## config.mk

```make
export PLATFORM = sky130hd
export DESIGN_NAME = debounce_multi_flat
export DESIGN_NICKNAME = d
export VERILOG_FILES = /design/src/rtl/debounce_pkg.sv /design/src/rtl/debounce_multi_if.sv /design/src/rtl/debounce_chan.sv /design/src/rtl/debounce_multi.sv /design/src/flat_wrapper.sv
export SDC_FILE = /design/constraint.sdc
export NUM_CORES = 1
export LEC_CHECK = 0
export CORE_MARGIN = 3
export CORE_UTILIZATION = 40
export DETAILED_ROUTE_END_ITERATION = 7
export SKIP_CTS_REPAIR_TIMING = 1
export SLEW_MARGIN = 25
export SYNTH_ARGS = -nofsm -noshare
export SYNTH_HDL_FRONTEND = slang
export SYNTH_SLANG_ARGS = --single-unit
export TNS_END_PERCENT = 10
```

## constraint.sdc

```tcl
create_clock -name clk -period 3.8 [get_ports clk]
set_clock_uncertainty 0.1 [all_clocks]
set_input_delay 0.38 -clock clk [delete_from_list [all_inputs] [get_ports clk]]
set_output_delay 0.38 -clock clk [all_outputs]
set_load 0.1 [all_outputs]
```

## src/rtl/debounce_pkg.sv

```systemverilog
// Shared types and constants for the multi-channel switch debouncer.
// The channel FSM and the period floor live here so every channel agrees on them.
package debounce_pkg;

    typedef enum logic [1:0] {
        ZERO  = 2'd0,
        WAIT1 = 2'd1,
        ONE   = 2'd2,
        WAIT0 = 2'd3
    } db_state_t;

    // A programmed period of 0 is floored to this value.
    localparam int DB_MIN_PERIOD = 1;

endpackage : debounce_pkg

```

## src/rtl/debounce_multi_if.sv

```systemverilog
// Bundle of switch inputs, period control and debounced outputs for debounce_multi.
// The debouncer takes the slave side; the board/control logic takes the master side.
interface debounce_multi_if #(
    parameter int CHANNELS = 4,
    parameter int CNT_W    = 21
);
    logic [CHANNELS-1:0] switch_i;
    logic [CNT_W-1:0]    period;
    logic [CHANNELS-1:0] logic_level;
    logic [CHANNELS-1:0] rise_pulse;
    logic [CHANNELS-1:0] fall_pulse;
    logic                any_event;

    modport master (
        output switch_i,
        output period,
        input  logic_level,
        input  rise_pulse,
        input  fall_pulse,
        input  any_event
    );

    modport slave (
        input  switch_i,
        input  period,
        output logic_level,
        output rise_pulse,
        output fall_pulse,
        output any_event
    );

endinterface : debounce_multi_if

```

## src/rtl/debounce_chan.sv

```systemverilog
// One debouncer channel: input synchroniser, ZERO/WAIT1/ONE/WAIT0 filter FSM,
// stability counter and registered rise/fall pulses.
module debounce_chan
    import debounce_pkg::*;
#(
    parameter int CNT_W       = 21,
    parameter int SYNC_STAGES = 2
) (
    input  logic             clk,
    input  logic             nReset,
    input  logic             switch_i,
    input  logic [CNT_W-1:0] period_i,
    output logic             logic_level_o,
    output logic             rise_pulse_o,
    output logic             fall_pulse_o
);

    logic [SYNC_STAGES-1:0] sync_q, sync_d;
    db_state_t              state_q, state_d;
    logic [CNT_W-1:0]       cnt_q, cnt_d;
    logic                   rise_q, rise_d;
    logic                   fall_q, fall_d;
    logic                   s;
    logic [CNT_W-1:0]       cnt_dec;
    logic [CNT_W-1:0]       load_val;

    function automatic logic [CNT_W-1:0] eff_period(input logic [CNT_W-1:0] p);
        if (p < CNT_W'(DB_MIN_PERIOD)) begin
            return CNT_W'(DB_MIN_PERIOD);
        end
        return p;
    endfunction

    assign sync_d = {sync_q[SYNC_STAGES-2:0], switch_i};
    assign s      = sync_q[SYNC_STAGES-1];

    // Saturating decrement: the counter is never allowed to wrap below zero.
    assign cnt_dec  = (cnt_q != '0) ? (cnt_q - CNT_W'(1)) : '0;
    assign load_val = eff_period(period_i);

    always_comb begin
        state_d = state_q;
        cnt_d   = cnt_q;
        rise_d  = 1'b0;
        fall_d  = 1'b0;
        unique case (state_q)
            ZERO: begin
                if (s) begin
                    state_d = WAIT1;
                    cnt_d   = load_val;
                end
            end
            WAIT1: begin
                if (!s) begin
                    state_d = ZERO;
                end else begin
                    cnt_d = cnt_dec;
                    if (cnt_dec == '0) begin
                        state_d = ONE;
                        rise_d  = 1'b1;
                    end
                end
            end
            ONE: begin
                if (!s) begin
                    state_d = WAIT0;
                    cnt_d   = load_val;
                end
            end
            WAIT0: begin
                if (s) begin
                    state_d = ONE;
                end else begin
                    cnt_d = cnt_dec;
                    if (cnt_dec == '0) begin
                        state_d = ZERO;
                        fall_d  = 1'b1;
                    end
                end
            end
            default: begin
                state_d = ZERO;
            end
        endcase
    end

    always_ff @(posedge clk or negedge nReset) begin
        if (!nReset) begin
            sync_q  <= '0;
            state_q <= ZERO;
            cnt_q   <= '0;
            rise_q  <= 1'b0;
            fall_q  <= 1'b0;
        end else begin
            sync_q  <= sync_d;
            state_q <= state_d;
            cnt_q   <= cnt_d;
            rise_q  <= rise_d;
            fall_q  <= fall_d;
        end
    end

    // The debounced level is implied by the state: high in ONE and while waiting to fall.
    assign logic_level_o = (state_q == ONE) || (state_q == WAIT0);
    assign rise_pulse_o  = rise_q;
    assign fall_pulse_o  = fall_q;

endmodule : debounce_chan

```

## src/rtl/debounce_multi.sv

```systemverilog
// Multi-channel switch debouncer: CHANNELS independent debounce_chan instances
// sharing one runtime period, plus a combined event flag.
module debounce_multi
    import debounce_pkg::*;
#(
    parameter int CHANNELS    = 4,
    parameter int CNT_W       = 21,
    parameter int SYNC_STAGES = 2
) (
    input  logic             clk,
    input  logic             nReset,
    debounce_multi_if.slave  bus
);

    logic [CHANNELS-1:0] level;
    logic [CHANNELS-1:0] rise;
    logic [CHANNELS-1:0] fall;

    for (genvar g = 0; g < CHANNELS; g++) begin : g_chan
        debounce_chan #(
            .CNT_W       (CNT_W),
            .SYNC_STAGES (SYNC_STAGES)
        ) u_chan (
            .clk           (clk),
            .nReset        (nReset),
            .switch_i      (bus.switch_i[g]),
            .period_i      (bus.period),
            .logic_level_o (level[g]),
            .rise_pulse_o  (rise[g]),
            .fall_pulse_o  (fall[g])
        );
    end

    assign bus.logic_level = level;
    assign bus.rise_pulse  = rise;
    assign bus.fall_pulse  = fall;
    assign bus.any_event   = |{rise, fall};

endmodule : debounce_multi

```

## src/flat_wrapper.sv

```systemverilog
// flat-port wrapper written by rule: the top's interface ports become plain ports
module debounce_multi_flat import debounce_pkg::*;
#(
    parameter int CHANNELS    = 4,
    parameter int CNT_W       = 21,
    parameter int SYNC_STAGES = 2
)
  (clk, nReset, bus_switch_i, bus_period, bus_logic_level, bus_rise_pulse, bus_fall_pulse, bus_any_event);
  debounce_multi_if #(.CHANNELS(CHANNELS), .CNT_W(CNT_W)) bus_i ();
  input  logic clk;
  input  logic nReset;
  input wire logic [$bits(bus_i.switch_i)-1:0] bus_switch_i;
  input wire logic [$bits(bus_i.period)-1:0] bus_period;
  output wire logic [$bits(bus_i.logic_level)-1:0] bus_logic_level;
  output wire logic [$bits(bus_i.rise_pulse)-1:0] bus_rise_pulse;
  output wire logic [$bits(bus_i.fall_pulse)-1:0] bus_fall_pulse;
  output wire logic [$bits(bus_i.any_event)-1:0] bus_any_event;
  assign bus_i.switch_i = bus_switch_i;
  assign bus_i.period = bus_period;
  assign bus_logic_level = bus_i.logic_level;
  assign bus_rise_pulse = bus_i.rise_pulse;
  assign bus_fall_pulse = bus_i.fall_pulse;
  assign bus_any_event = bus_i.any_event;
  debounce_multi #(.CHANNELS(CHANNELS), .CNT_W(CNT_W), .SYNC_STAGES(SYNC_STAGES)) u_core (.clk(clk), .nReset(nReset), .bus(bus_i));
endmodule
```

==> results of run 1 <==
==> final cells by class <==
class | count | area [um^2] | area share [%]
Sequential cell | 108 | 2703 | 34.79
Tap cell | 220 | 275.3 | 3.543
Clock inverter | 2 | 37.54 | 0.4832
Clock buffer | 12 | 236.5 | 3.044
Timing Repair Buffer | 60 | 548.0 | 7.054
Multi-Input combinational cell | 619 | 3871 | 49.83
Inverter | 26 | 97.59 | 1.256
==> worst max path at each step <==
stage / start / end / slack, ps / depth (start not counted)
2_1_floorplan: u_core.g_chan[2].u_chan.cnt_q[0]$_DFFE_PN0P_ / flop / 730 / 11
3_3_place_gp: u_core.g_chan[0].u_chan.cnt_q[0]$_DFFE_PN0P_ / flop / 580 / 9
3_5_place_dp: u_core.g_chan[0].u_chan.cnt_q[0]$_DFFE_PN0P_ / flop / 450 / 9
4_1_cts: u_core.g_chan[0].u_chan.cnt_q[0]$_DFFE_PN0P_ / flop / 420 / 9
5_1_grt: u_core.g_chan[0].u_chan.cnt_q[0]$_DFFE_PN0P_ / flop / 60 / 9
6_report: u_core.g_chan[0].u_chan.cnt_q[0]$_DFFE_PN0P_ / flop / 370 / 9
==> layer usage <==
layer  global-route usage (%)  vias to the layer above  wire, um
met2                    35.36                      264      9830
li1                         -                     3063         -
met1                    31.81                     3237      9441
met5                        0                        -         0
met3                    3.543                       24      1278
met4                    6.430                        0       382
==> registers in the layout, indices dropped and copies added (netlist names), named ones only <==
name	cells
u_core.g_chan.u_chan.cnt_q	84
u_core.g_chan.u_chan.fall_pulse_o	4
u_core.g_chan.u_chan.state_q	4
u_core.g_chan.u_chan.rise_pulse_o	4
u_core.g_chan.u_chan.sync_q	8
==> stage by stage <==
stage / util [%] / hold slack (ps) / setup WS [ps] / area (um^2) / instances
final: 46.35 / 251.2 / 373.3 / 7769 / 1047
after global routing: 46.35 / 260.8 / 58.55 / 7769 / 1047
after CTS: 46.26 / -32.75 / 422.1 / 7754 / 1046
after detailed placement: 44.63 / 244.1 / 448.1 / 7480 / 1032
after global placement: 44.58 / 240.9 / 583.8 / 7472 / 1032
after floorplan: - / -15.59 / 734.1 / 6929 / 813
==> power by group through the flow <==
| stage | clock network (W) | logic (W) | registers, W |
|---|---|---|---|
| after floorplan | 0 | 0.000512 | 0.00144 |
| after global placement | 0 | 0.000641 | 0.00153 |
| after detailed placement | 0 | 0.000659 | 0.00154 |
| after CTS | 0.000957 | 0.000661 | 0.00152 |
| after global routing | 0.00101 | 0.000746 | 0.00156 |
| final | 0.000933 | 0.000664 | 0.00154 |
==> cell families after synthesis <==
| family | share of synthesized area [%] |
|---|---|
| and+or+nand+nor | 24.25 |
| AOI/OAI and AO/OA | 22.88 |
| DFF | 39.00 |
| buffers and inverters | 5.634 |
| xor gates and xnor gates | 4.045 |
| muxes | 2.744 |
| adders and majority gates | 1.445 |
==> placed cells by master, fill, tap and decap left out, types with 9 or more instances in the layout <==
cell | Yosys | routed
o21ai_1 | 10 | 10
mux2i_1 | 13 | 13
clkbuf_16 | 0 | 9
xnor2_1 | 12 | 9
nor3b_1 | 11 | 11
a22oi_1 | 36 | 36
nand3_1 | 9 | 9
or4_1 | 20 | 20
o21ai_0 | 78 | 78
nand2b_1 | 11 | 11
xor2_1 | 20 | 19
nor3_1 | 51 | 51
or3_1 | 13 | 13
nand4_1 | 13 | 13
dfrtp_1 | 108 | 108
nor2_1 | 66 | 64
inv_1 | 24 | 24
a21oi_1 | 61 | 61
nor4_1 | 34 | 34
nand2_1 | 43 | 43
buf_4 | 12 | 21
clkdlybuf4s50_1 | 0 | 38
==> impl_results.rst, run 1 <==
.. list-table::
   :header-rows: 1

   * - Metric
     - Value
   * - Crit path arrival time
     - 3570 ps
   * - Final period demand of the worst path
     - 3427 ps
   * - Sw Pwr
     - 0.001051 W
   * - Clock root buffer master
     - clkbuf_16
   * - FF-to-FF path depth
     - 9
   * - Pin count of the biggest net entering global routing
     - 49
   * - Clk network pwr share
     - 29.8%
   * - Cell types with the highest counts after synthesis
     - dfrtp_1 (108), o21ai_0 (78), nor2_1 (66), a21oi_1 (61), nor3_1 (51)
   * - Leading cell type by number of instances after synthesis
     - dfrtp_1
   * - Crit Path Max Fanout
     - 7
   * - Max clock buf depth
     - 2
   * - Leak pwr
     - 2.829 nW
   * - DIE WIDTH
     - 137.6 um
   * - Part of the power in registers
     - 49.0%
   * - Total number of clock tree sinks
     - 108
   * - Area of the core
     - 0.01676 mm^2
   * - Internal power of the cells
     - 0.002081 W
   * - Yosys cell types
     - 70
   * - Starting density of the core
     - 41.34%
   * - Final Cycle Share
     - 90.18%
   * - Hold crit path type
     - reg -> reg
   * - Synthesized netlist cell count
     - 813
   * - Max transition margin
     - 34.84%
   * - Number of nets produced by synthesis
     - 848
   * - Total Power
     - 0.003132 W
   * - Share of total power consumed by net switching
     - 33.55%
   * - Number of placed I/O pins
     - 40
   * - Std-Cell Rows
     - 47
   * - Area contributors post-synth
     - dfrtp_1 (39%), o21ai_0 (5.6%), a21oi_1 (4.4%), a22oi_1 (3.9%), nor3_1 (3.7%)
   * - Largest delay contributor family on the critical path
     - simple AND/OR/NAND/NOR gates
   * - Maximum vdd ir drop
     - 250.5 uV
   * - Setup repair after global routing missed its margin
     - no
   * - Async set-reset flop share out of synthesis
     - 100.0%
   * - Sum of negative setup slack
     - 0 ps
   * - Share of total power in combinational logic
     - 21.2%
   * - Element type at the critical path end
     - flop
   * - Cell accounting for the most synthesized area
     - dfrtp_1
   * - Number of failing hold endpoints at the final stage
     - 0
   * - Transition time of the tightest slew-check pin
     - 974.4 ps
   * - Number of slew-limit violations in the final report
     - 0
   * - Via total after detailed routing
     - 6588
   * - Layout cell share with drive strength beyond 1
     - 6.892%
   * - Global route total overflow
     - 0
   * - H-tree depth
     - 3
   * - Iteration count of the initial detailed-routing pass
     - 7
   * - Total of buffers placed on input and output ports
     - 39
   * - Average cell area after synthesis
     - 8.523 um^2
   * - Power density of the placed cells
     - 403.2 mW/mm^2
   * - Cell-by-cell listing of the critical path
     - inv_1 -> ha_1 -> nor3b_1 -> nand4_1 -> nor4_1 -> xor2_1 -> o41ai_1 -> nand2_1 -> mux2_1
   * - Number of DRC violations after detailed-routing iteration 0
     - 705
   * - CTS tree
     - built
   * - Buf/Inv on CP
     - 1
   * - Most frequently used flop master after synthesis
     - dfrtp_1
   * - DP Wirelength
     - 14190 um
   * - DRT antenna net count
     - 0
   * - Number of fillers in the final layout
     - 1642
   * - Startpoint type of the worst setup path
     - flop
   * - Cell area after synthesis
     - 0.006929 mm^2
   * - Placer's final routability congestion estimate
     - 0.9068
   * - Initial antenna violation count
     - 0
   * - Hold-critical path depth
     - 0
   * - Highest attainable clock frequency
     - 291.8 MHz
   * - Routed length per instance
     - 19.99 um
   * - Routed via count divided by cell count
     - 6.292
   * - Overall fraction of global-route tracks in use
     - 22.41%
   * - Reg clk slew, reported paths
     - 70 ps
   * - Critical Path RT
     - 3940 ps
   * - Wire length of the first global-routing pass
     - 33340 um
   * - Final setup vio count
     - 0
   * - Latest clock arrival within the worst-skew pair
     - 360 ps
   * - Number of antenna cells inserted
     - 0
   * - Hold_sp
     - u_core.g_chan[3].u_chan.sync_q[0]$_DFF_PN0_
   * - Classification of the worst setup path
     - reg -> reg
   * - Sum of routed wire length over all layers
     - 20930 um
   * - Number of buffers created by CTS
     - 9
   * - Ys Warns
     - 0
   * - Via count of the first global-routing pass
     - 6042
   * - Cell with the largest stage delay on the worst path
     - nor3b_1
   * - Maxcap violations
     - 0
   * - Result of the run
     - completed
   * - Largest stage delay on the critical path
     - 680 ps
   * - Launching point of the worst reg2reg path
     - u_core.g_chan[0].u_chan.cnt_q[0]$_DFFE_PN0P_
   * - Seq cells post-synth
     - 108
   * - Layout-stage area growth over the synthesis result
     - 12.12%
   * - Sequential share of the synthesized area
     - 39.00%
   * - Layout Nets
     - 859
   * - Floorplan die area
     - 0.01894 mm^2
   * - Die Ht
     - 137.6 um
   * - Area fraction of the dominant cell type after synthesis
     - 39.00%
   * - Post-synth EDFFs
     - 0
   * - Worst Hold Path EP
     - u_core.g_chan[3].u_chan.sync_q[1]$_DFF_PN0_
   * - Setup slack on the worst flop-to-flop path
     - 370 ps
   * - Drc violations
     - 0
Power figures use the tool's default switching activity.
==> run 2, diff against run 1 <==
==> constraint.sdc (replaced) <==
create_clock -name clk -period 3.8 [get_ports clk]
set_clock_uncertainty 0.1 [all_clocks]
set_input_delay 1.14 -clock clk [delete_from_list [all_inputs] [get_ports clk]]
set_output_delay 1.14 -clock clk [all_outputs]
set_load 0.1 [all_outputs]
==> run 2 against run 1 <==
  * Maximum frequency increased by 0.34%
  * Flip-flop and latch count did not move
  * Final cell count up 1.9%
  * Utilization up 1.1 points
  * Clock power increased by 19%
  * Largest cell class unchanged
  * Largest power group unchanged
  * Sequential share of layout area shrank 0.79 points
  * Hold slack better by 12 ps
  * Non-clock buffer count increased by 18
  * Combinational power rose by 4.1%
  * Total power up 6.5%
  * Cell area up 2.3%
==> impl_results.rst, run 2 (synthesized netlist as in run 1, its figures left out) <==
.. list-table::
   :header-rows: 1

   * - Metric
     - Value
   * - Result of the run
     - completed (unchanged)
   * - Maxcap violations
     - 0 (unchanged)
   * - Placer's final routability congestion estimate
     - 0.9450 (was 0.9068)
   * - Pin count of the biggest net entering global routing
     - 76 (was 49)
   * - Total instance count after detailed placement
     - 1051 (was 1032)
   * - Element type at the critical path end
     - flop (unchanged)
   * - M1 GR Usage
     - 32.08% (was 31.81%)
   * - Via count of the first global-routing pass
     - 6225 (was 6042)
   * - Area of the core
     - 0.01676 mm^2 (unchanged)
   * - DIE WIDTH
     - 137.6 um (unchanged)
   * - Fin cells
     - 1067 (was 1047)
   * - Floorplan die area
     - 0.01894 mm^2 (unchanged)
   * - Power density of the placed cells
     - 419.7 mW/mm^2 (was 403.2 mW/mm^2)
   * - Std-Cell Rows
     - 47 (unchanged)
   * - Routed length per instance
     - 20.29 um (was 19.99 um)
   * - Transition time of the tightest slew-check pin
     - 964.2 ps (was 974.4 ps)
   * - Hold crit path type
     - reg -> reg (unchanged)
   * - Iteration count of the initial detailed-routing pass
     - 8 (was 7)
   * - Number of flip-flops under the largest register name
     - 84 (unchanged)
   * - Hold-critical path depth
     - 0 (unchanged)
   * - Worst Hold Path EP
     - u_core.g_chan[1].u_chan.sync_q[1]$_DFF_PN0_ (was u_core.g_chan[3].u_chan.sync_q[1]$_DFF_PN0_)
   * - Number of placed I/O pins
     - 40 (unchanged)
   * - Starting density of the core
     - 41.34% (unchanged)
   * - Most frequent standard cell in the layout excluding fill and tap cells
     - dfrtp_1 (unchanged)
   * - CTS tree
     - built (unchanged)
   * - Largest stage delay on the critical path
     - 650 ps (was 680 ps)
   * - Leak pwr
     - 2.989 nW (was 2.829 nW)
   * - Routed via count divided by cell count
     - 6.289 (was 6.292)
   * - Commonest cells after routing, fill and taps aside
     - dfrtp_1 (108), o21ai_0 (78), nor2_1 (64), a21oi_1 (61), buf_4 (52) (was dfrtp_1 (108), o21ai_0 (78), nor2_1 (64), a21oi_1 (61), nor3_1 (51))
   * - Layout cell share with drive strength beyond 1
     - 10.86% (was 6.892%)
   * - Die Ht
     - 137.6 um (unchanged)
   * - Crit path arrival time
     - 3560 ps (was 3570 ps)
   * - Total of buffers placed on input and output ports
     - 39 (unchanged)
   * - Number of logic stages on the critical path including buffering
     - 9 (unchanged)
   * - Number of DRC violations after detailed-routing iteration 0
     - 687 (was 705)
   * - Most used routing layer
     - met2 (unchanged)
   * - Largest delay contributor family on the critical path
     - simple AND/OR/NAND/NOR gates (unchanged)
   * - Total number of clock tree sinks
     - 108 (unchanged)
   * - Highest attainable clock frequency
     - 292.8 MHz (was 291.8 MHz)
   * - Final period demand of the worst path
     - 3415 ps (was 3427 ps)
   * - Overall fraction of global-route tracks in use
     - 23.16% (was 22.41%)
   * - H-tree depth
     - 3 (unchanged)
   * - Max transition margin
     - 35.49% (was 34.84%)
   * - Launching point of the worst reg2reg path
     - u_core.g_chan[0].u_chan.cnt_q[0]$_DFFE_PN0P_ (unchanged)
   * - Layout Nets
     - 877 (was 859)
   * - GR Layer Usage met2
     - 36.42% (was 35.36%)
   * - Startpoint type of the worst setup path
     - flop (unchanged)
   * - Drc violations
     - 0 (unchanged)
   * - Sum of negative setup slack
     - 0 ps (unchanged)
   * - Crit Path Max Fanout
     - 7 (unchanged)
   * - Number of failing hold endpoints at the final stage
     - 0 (unchanged)
   * - Buf/Inv on CP
     - 1 (unchanged)
   * - Final Cycle Share
     - 89.87% (was 90.18%)
   * - Number of slew-limit violations in the final report
     - 0 (unchanged)
   * - Number of fillers in the final layout
     - 1609 (was 1642)
   * - Setup repair after global routing missed its margin
     - no (unchanged)
   * - Cell-by-cell listing of the critical path
     - inv_1 -> ha_1 -> nor3b_1 -> nand4_1 -> nor4_1 -> xor2_1 -> o41ai_1 -> nand2_1 -> mux2_1 (unchanged)
   * - Number of antenna cells inserted
     - 0 (unchanged)
   * - Fin area
     - 0.007950 mm^2 (was 0.007769 mm^2)
   * - Number of buffers created by CTS
     - 9 (unchanged)
   * - Layout-stage area growth over the synthesis result
     - 14.73% (was 12.12%)
   * - Wire length of the first global-routing pass
     - 34200 um (was 33340 um)
   * - Clock root buffer master
     - clkbuf_16 (unchanged)
   * - Setup slack on the worst flop-to-flop path
     - 380 ps (was 370 ps)
   * - DRT antenna net count
     - 0 (unchanged)
   * - Initial antenna violation count
     - 0 (unchanged)
   * - Global route total overflow
     - 0 (unchanged)
   * - Reg clk slew, reported paths
     - 70 ps (about the same)
   * - Classification of the worst setup path
     - reg -> reg (unchanged)
   * - Critical Path RT
     - 3950 ps (was 3940 ps)
   * - Area post-placement
     - 0.007597 mm^2 (was 0.007480 mm^2)
   * - Latest clock arrival within the worst-skew pair
     - 360 ps (about the same)
   * - Max clock buf depth
     - 2 (unchanged)
   * - Register with the highest flop count
     - u_core.g_chan.u_chan.cnt_q (unchanged)
   * - Sum of routed wire length over all layers
     - 21650 um (was 20930 um)
   * - Final setup vio count
     - 0 (unchanged)
   * - Utilization after layout
     - 47.44% (was 46.35%)
   * - Maximum vdd ir drop
     - 248.4 uV (was 250.5 uV)
   * - FF-to-FF path depth
     - 9 (unchanged)
   * - Hold_sp
     - u_core.g_chan[1].u_chan.sync_q[0]$_DFF_PN0_ (was u_core.g_chan[3].u_chan.sync_q[0]$_DFF_PN0_)
   * - Largest registers ranked by flip-flop count
     - u_core.g_chan.u_chan.cnt_q: 84 flops, u_core.g_chan.u_chan.sync_q: 8 flops (unchanged)
   * - Via total after detailed routing
     - 6710 (was 6588)
   * - DP Wirelength
     - 14920 um (was 14190 um)
   * - GRT met3 Usage
     - 4.492% (was 3.543%)
   * - Cell with the largest stage delay on the worst path
     - nor3b_1 (unchanged)
## run 2: cell types whose count changed in the layout (fill, tap and decap cells not counted)
cell             change
clkdlybuf4s50_1     -13
inv_6                +1
buf_12               +1
clkbuf_1             -2
clkinv_4             +1
bufinv_16            +2
dlygate4sd3_1        -1
clkinvlp_4           -1
xor2_1               +1
clkbuf_8             +1
xor2_2               -1
buf_4               +31
## run 2: layer usage
| metal | wire [um] | share of wire (%) |
|---|---|---|
| met3 | 1479 | 6.8 |
| met2 | 10070 | 46 |
| met5 | 0 | 0 |
| met4 | 567 | 2.6 |
| met1 | 9539 | 44 |
## run 2: metrics by stage
step | hold slack, ps | worst slack (ps) | total power (W)
after floorplan | 231.2 | 734.1 | 0.001954
after global placement | 240.6 | 600.7 | 0.002198
after detailed placement | 240.2 | 456.9 | 0.002224
after CTS | 266.5 | 439.1 | 0.003347
after global routing | 271.1 | 127.7 | 0.003511
final | 263.6 | 384.8 | 0.003337
## run 2: how the worst max path moves through the flow
stage               endpoint                                    startpoint  slack, ps
floorplan               flop  u_core.g_chan[2].u_chan.cnt_q[0]$_DFFE_PN0P_        730
global placement        flop  u_core.g_chan[0].u_chan.cnt_q[0]$_DFFE_PN0P_        600
detailed placement      flop  u_core.g_chan[0].u_chan.cnt_q[0]$_DFFE_PN0P_        460
CTS                     flop  u_core.g_chan[0].u_chan.cnt_q[0]$_DFFE_PN0P_        440
global route            flop  u_core.g_chan[0].u_chan.cnt_q[0]$_DFFE_PN0P_        130
finish                  flop  u_core.g_chan[0].u_chan.cnt_q[0]$_DFFE_PN0P_        380
## run 2: area by class of cell
type	count	area, um^2	share of cell area, %
flip-flops and latches	108	2703	33.99
repair buffers	78	660.6	8.310
inverters	26	97.59	1.228
well taps	220	275.3	3.462
clock inverters	5	107.6	1.353
multi-input cells	619	3864	48.60
clock buffers	11	242.7	3.053
## run 2: worst reg2reg max path, stage by stage, from the launching register on
cell     delay (ps)
dfrtp_1         440
inv_1           130
ha_1            250
nor3b_1         650
nand4_1         320
nor4_1          320
xor2_1          140
o41ai_1         450
nand2_1         170
mux2_1          330
## run 2: power breakdown
group | internal, W | switching (W)
clock | 0.000667 | 0.000448
combinational | 0.000300 | 0.000391
sequential | 0.00129 | 0.000242
total | 0.00226 | 0.00108
==> run 3, diff against run 2 <==
Settings changed: CTS_CLUSTER_SIZE set to 20.
==> results of run 3 <==
Final layout, timing and power as in run 2 (identical DEF).
==> RTL change 1 (config.mk and constraints of run 3) <==
`CHANNELS` is set to 4 in 3 places; all go to 5.
--- a/src/rtl/debounce_multi_if.sv
+++ b/src/rtl/debounce_multi_if.sv
@@ -1,7 +1,7 @@
 // Bundle of switch inputs, period control and debounced outputs for debounce_multi.
 // The debouncer takes the slave side; the board/control logic takes the master side.
 interface debounce_multi_if #(
-    parameter int CHANNELS = 4,
+    parameter int CHANNELS = 5,
     parameter int CNT_W    = 21
 );
     logic [CHANNELS-1:0] switch_i;
--- a/src/rtl/debounce_multi.sv
+++ b/src/rtl/debounce_multi.sv
@@ -3,7 +3,7 @@
 module debounce_multi
     import debounce_pkg::*;
 #(
-    parameter int CHANNELS    = 4,
+    parameter int CHANNELS    = 5,
     parameter int CNT_W       = 21,
     parameter int SYNC_STAGES = 2
 ) (
--- a/src/flat_wrapper.sv
+++ b/src/flat_wrapper.sv
@@ -1,7 +1,7 @@
 // flat-port wrapper written by rule: the top's interface ports become plain ports
 module debounce_multi_flat import debounce_pkg::*;
 #(
-    parameter int CHANNELS    = 4,
+    parameter int CHANNELS    = 5,
     parameter int CNT_W       = 21,
     parameter int SYNC_STAGES = 2
 )
Ports: changed (resized bus_fall_pulse, bus_logic_level, bus_rise_pulse and bus_switch_i); port bits go from 40 to 44. The function was not compared with the original's and may differ.
==> RTL change 1 against run 3 <==
  * Power increased by 40%
  * Sequential cell count grew 27
  * Critical path depth unchanged
  * Non-clock buffer count rose by 8
  * Setup slack better by 300 ps
  * Routed wire length grew 29%
  * Area after synthesis grew 28%
  * Combinational power is 30% higher
  * Final area grew 28%
  * Critical path type unchanged
==> RTL change 1: results (changes against run 3) <==
status=finished, final reports clean; met3 usage=0.0370 (-0.00793); seq pwr=1.94 mW (+27%); total CTS buffers=17 (+8); worst slack, placed=575 ps (+118 ps); DR vias=8457 (+26%); Internal Power=3.18 mW (+41%); Slew @ Worst Pin=867 ps (-97.4 ps); H-tree depth=4 (+1); register area share after synthesis=0.380 (-0.0103); sw frac=0.319 (-0.00507); VDD IR max=0.000246 V (-0.91%); flop-to-flop setup slack=690 ps (+300 ps); Largest regs=u_core.g_chan.u_chan.cnt_q x105, u_core.g_chan.u_chan.sync_q x10; met2 Use GR=0.350 (-0.0138); Clock power frac=0.392 (+0.058); GRT met1 Usage=0.346 (+0.0249); commonest cells in the netlist=dfrtp_1 (135), o21ai_0 (113), nor2_1 (98); DP HPWL=19300 um (+29%); synthesized area per cell=8.44 um2 (-0.97%); synth top area cells=dfrtp_1 (38%), o21ai_0 (6.4%), nor2_1 (4.1%); Tmin final=3110 ps (-305 ps); worst hold slack=247 ps (-16.9 ps); Metal-1 WL=13100 um (+37%); Routed met3 length=1740 um (+18%); DR pass1 iterations=5 (-3); first-pass GRT wire length=44800 um (+31%)
RTL change 1: cell types whose count changed after synthesis, sizes merged, moves of 11 or more:
cell / change
nor2: +31
nor3: +26
nand2: +21
buf: +11
o21ai: +33
clkbuf: +19
dfrtp: +27
nand3: +15
RTL change 1: final cells by class:
cell class	count	share of cell area
Multi-Input combinational cell	804	0.492
Clock buffer	24	0.0491
Sequential cell	135	0.331
Timing Repair Buffer	86	0.0712
Tap cell	275	0.0337
Inverter	25	0.00919
Clock inverter	7	0.0137
RTL change 1: kinds of logic (layout without fill, tap and decap cells):
| logic type | count (synthesis) | count (layout) | share of synthesized area |
|---|---|---|---|
| mux | 20 | 20 | 0.0242 |
| xor+xnor | 26 | 26 | 0.0256 |
| flops | 135 | 135 | 0.380 |
| compound gates | 337 | 337 | 0.243 |
| fa+ha+maj | 10 | 10 | 0.0141 |
| simple gates | 411 | 411 | 0.254 |
| buf+inv | 115 | 142 | 0.0602 |
==> RTL change 2 (flow settings as in run 3) <==
Without the edit above. The 4 states of `db_state_t` get a one-hot encoding in 4 bits.
--- a/src/rtl/debounce_pkg.sv
+++ b/src/rtl/debounce_pkg.sv
@@ -2,11 +2,11 @@
 // The channel FSM and the period floor live here so every channel agrees on them.
 package debounce_pkg;
 
-    typedef enum logic [1:0] {
-        ZERO  = 2'd0,
-        WAIT1 = 2'd1,
-        ONE   = 2'd2,
-        WAIT0 = 2'd3
+    typedef enum logic [3:0] {
+        ZERO  = 4'b0001,
+        WAIT1 = 4'b0010,
+        ONE   = 4'b0100,
+        WAIT0 = 4'b1000
     } db_state_t;
 
     // A programmed period of 0 is floored to this value.
Function: same outputs for any inputs over 4 cycles, from zero or initial values and one cycle with nReset low; so few cycles prove little.
==> RTL change 2 against run 3 <==
  * Sequential share of layout area fell by 2.7 points
  * Critical path depth unchanged
  * Area after synthesis up 16%
  * Non-clock buffer count is 2 higher
  * Final area rose by 17%
  * Setup slack better by 220 ps
  * Routed wire length up 15%
  * Sequential cell count is 8 higher
  * Die area up 15%
  * Critical path type unchanged
Power is not compared: it rests on default switching activity, and its combinational part moved more than twofold at a synthesized area within 25%.
==> RTL change 2: results (changes against run 3) <==
initial drt markers=890 (+30%); xor and xnor fraction of the mapped netlist area=0.0240 (-0.0165); DP HPWL=17300 um (+16%); Total Routed Length=24900 um (+15%); Crit path max-delay family=compound AO/OA/AOI/OAI gates; initial antenna violation count=1 (+1); status=finished, final reports clean; commonest cells in the netlist=o21ai_0 (127), dfrtp_1 (112), nor2_1 (95); DIE WIDTH=148 um (+7.4%); Layout Cells excl Fill=1291 (+21%); Clk Latency, worst-skew pair=430 ps (+70 ps); Synth Area in Compound Gates=0.253 (+0.0238); Worst Path Arrival=3450 ps (-110 ps); GP Congestion=0.910 (-3.7%); Fillers=1893 (+18%); Final non-clock buffer share=0.0726 (-0.0105); multi-input gate count=768 (+24%); sw frac=0.411; share of cells above drive strength 1=0.115 (+0.00639); Post-Synth Adder-Cell Area=0.0124 (-0.00200); Critical-path top delay cell=dfrtp_1; GRT met1 Usage=0.346 (+0.0250); Synth Flop Type=dfrtp_1; Root Driver=clkbuf_16; Slew @ Worst Pin=971 ps (+7.05 ps); largest net degree at the start of global routing=46 (-39%); num sequential=116 (+7.4%); total CTS buffers=17 (+8); synth top area cells=dfrtp_1 (35%), o21ai_0 (7.9%), a21oi_1 (5.8%); setup_tns=0 ps (unchanged); worst slack, placed=299 ps (-158 ps); VDD IR max=0.000276 V; multiplexer share of the synthesized area=0.00124 (-0.0262); distinct cell type count after synthesis=75 (+7.1%); DR pass1 iterations=5 (-3); Largest stage delay, worst path=500 ps (-150 ps); Post-DP Area=8640 um2 (+14%); synthesized area per cell=8.02 um2 (-5.9%); first-pass GRT wire length=40300 um (+18%); clock network area share=0.0715 (+0.0275); clock buffers=18 (+7); Antenna diodes=0 (unchanged); Non-clk bufs=80 (+2.6%); non-clock inverter total of the final layout=30 (+15%); met2 Use GR=0.324 (-0.0398); I/O Buffers=39 (unchanged); fraction of area in multi-input gates=0.496 (+0.00970); H-tree depth=4 (+1); area of the multi-input gates=4610 um2 (+19%); vias in the first global route=7196 (+16%); CP Max Fanout=8 (+1); sequential portion of the cell area=0.312 (-0.0275); met3 usage=0.0503 (+0.00535); Largest regs=u_core.g_chan.u_chan.cnt_q x84, u_core.g_chan.u_chan.state_q x16, u_core.g_chan.u_chan.sync_q x8; vias per std cell=6.10 (-3.0%); register area share after synthesis=0.361 (-0.0286); All-Layer GR Usage=0.231 (-0.00105)
RTL change 2: per-layer routing:
| metal | up-vias | share of wire |
|---|---|---|
| met4 | 2 | 0.031 |
| li1 | 3761 | - |
| met2 | 286 | 0.42 |
| met1 | 3766 | 0.48 |
| met3 | 64 | 0.073 |
| met5 | - | 0.00044 |
RTL change 2: path summary, 6_finish.rpt:
| kind | startpoint | endpoint | slack, ps | cells after the start |
|---|---|---|---|---|
| worst max register to register | u_core.g_chan[3].u_chan.cnt_q[0] | u_core.g_chan[3].u_chan.state_q[0] | 610 | 9 |
| worst min-delay path | u_core.g_chan[0].u_chan.sync_q[0] | u_core.g_chan[0].u_chan.sync_q[1] | 250 | 0 |
| min in group asynchronous | nReset | u_core.g_chan[2].u_chan.cnt_q[13] | 620 | 1 |
| worst min register to register | u_core.g_chan[0].u_chan.sync_q[0] | u_core.g_chan[0].u_chan.sync_q[1] | 250 | 0 |
| max in group asynchronous | nReset | u_core.g_chan[1].u_chan.cnt_q[12] | 2230 | 2 |
| worst max-delay path | u_core.g_chan[3].u_chan.cnt_q[0] | u_core.g_chan[3].u_chan.state_q[0] | 610 | 9 |
RTL change 2: power groups by stage:
stage,sequential (mW),clock (mW),combinational (mW)
after detailed placement,2.37,0,1.85
after CTS,2.36,1.86,1.85
final,2.39,1.84,1.87
after global routing,2.47,1.92,2.12
after floorplan,1.97,0,1.70
after global placement,2.38,0,1.83
RTL change 2: cells by family (layout without fill, tap and decap cells):
family / Yosys count / after routing
adder cells (fa/ha/maj): 8 / 8
XOR/XNOR: 22 / 22
AO/OA/AOI/OAI: 334 / 334
AND/OR/NAND/NOR: 403 / 403
multiplexers: 1 / 1
flip-flops: 116 / 116
buffers and inverters: 119 / 142
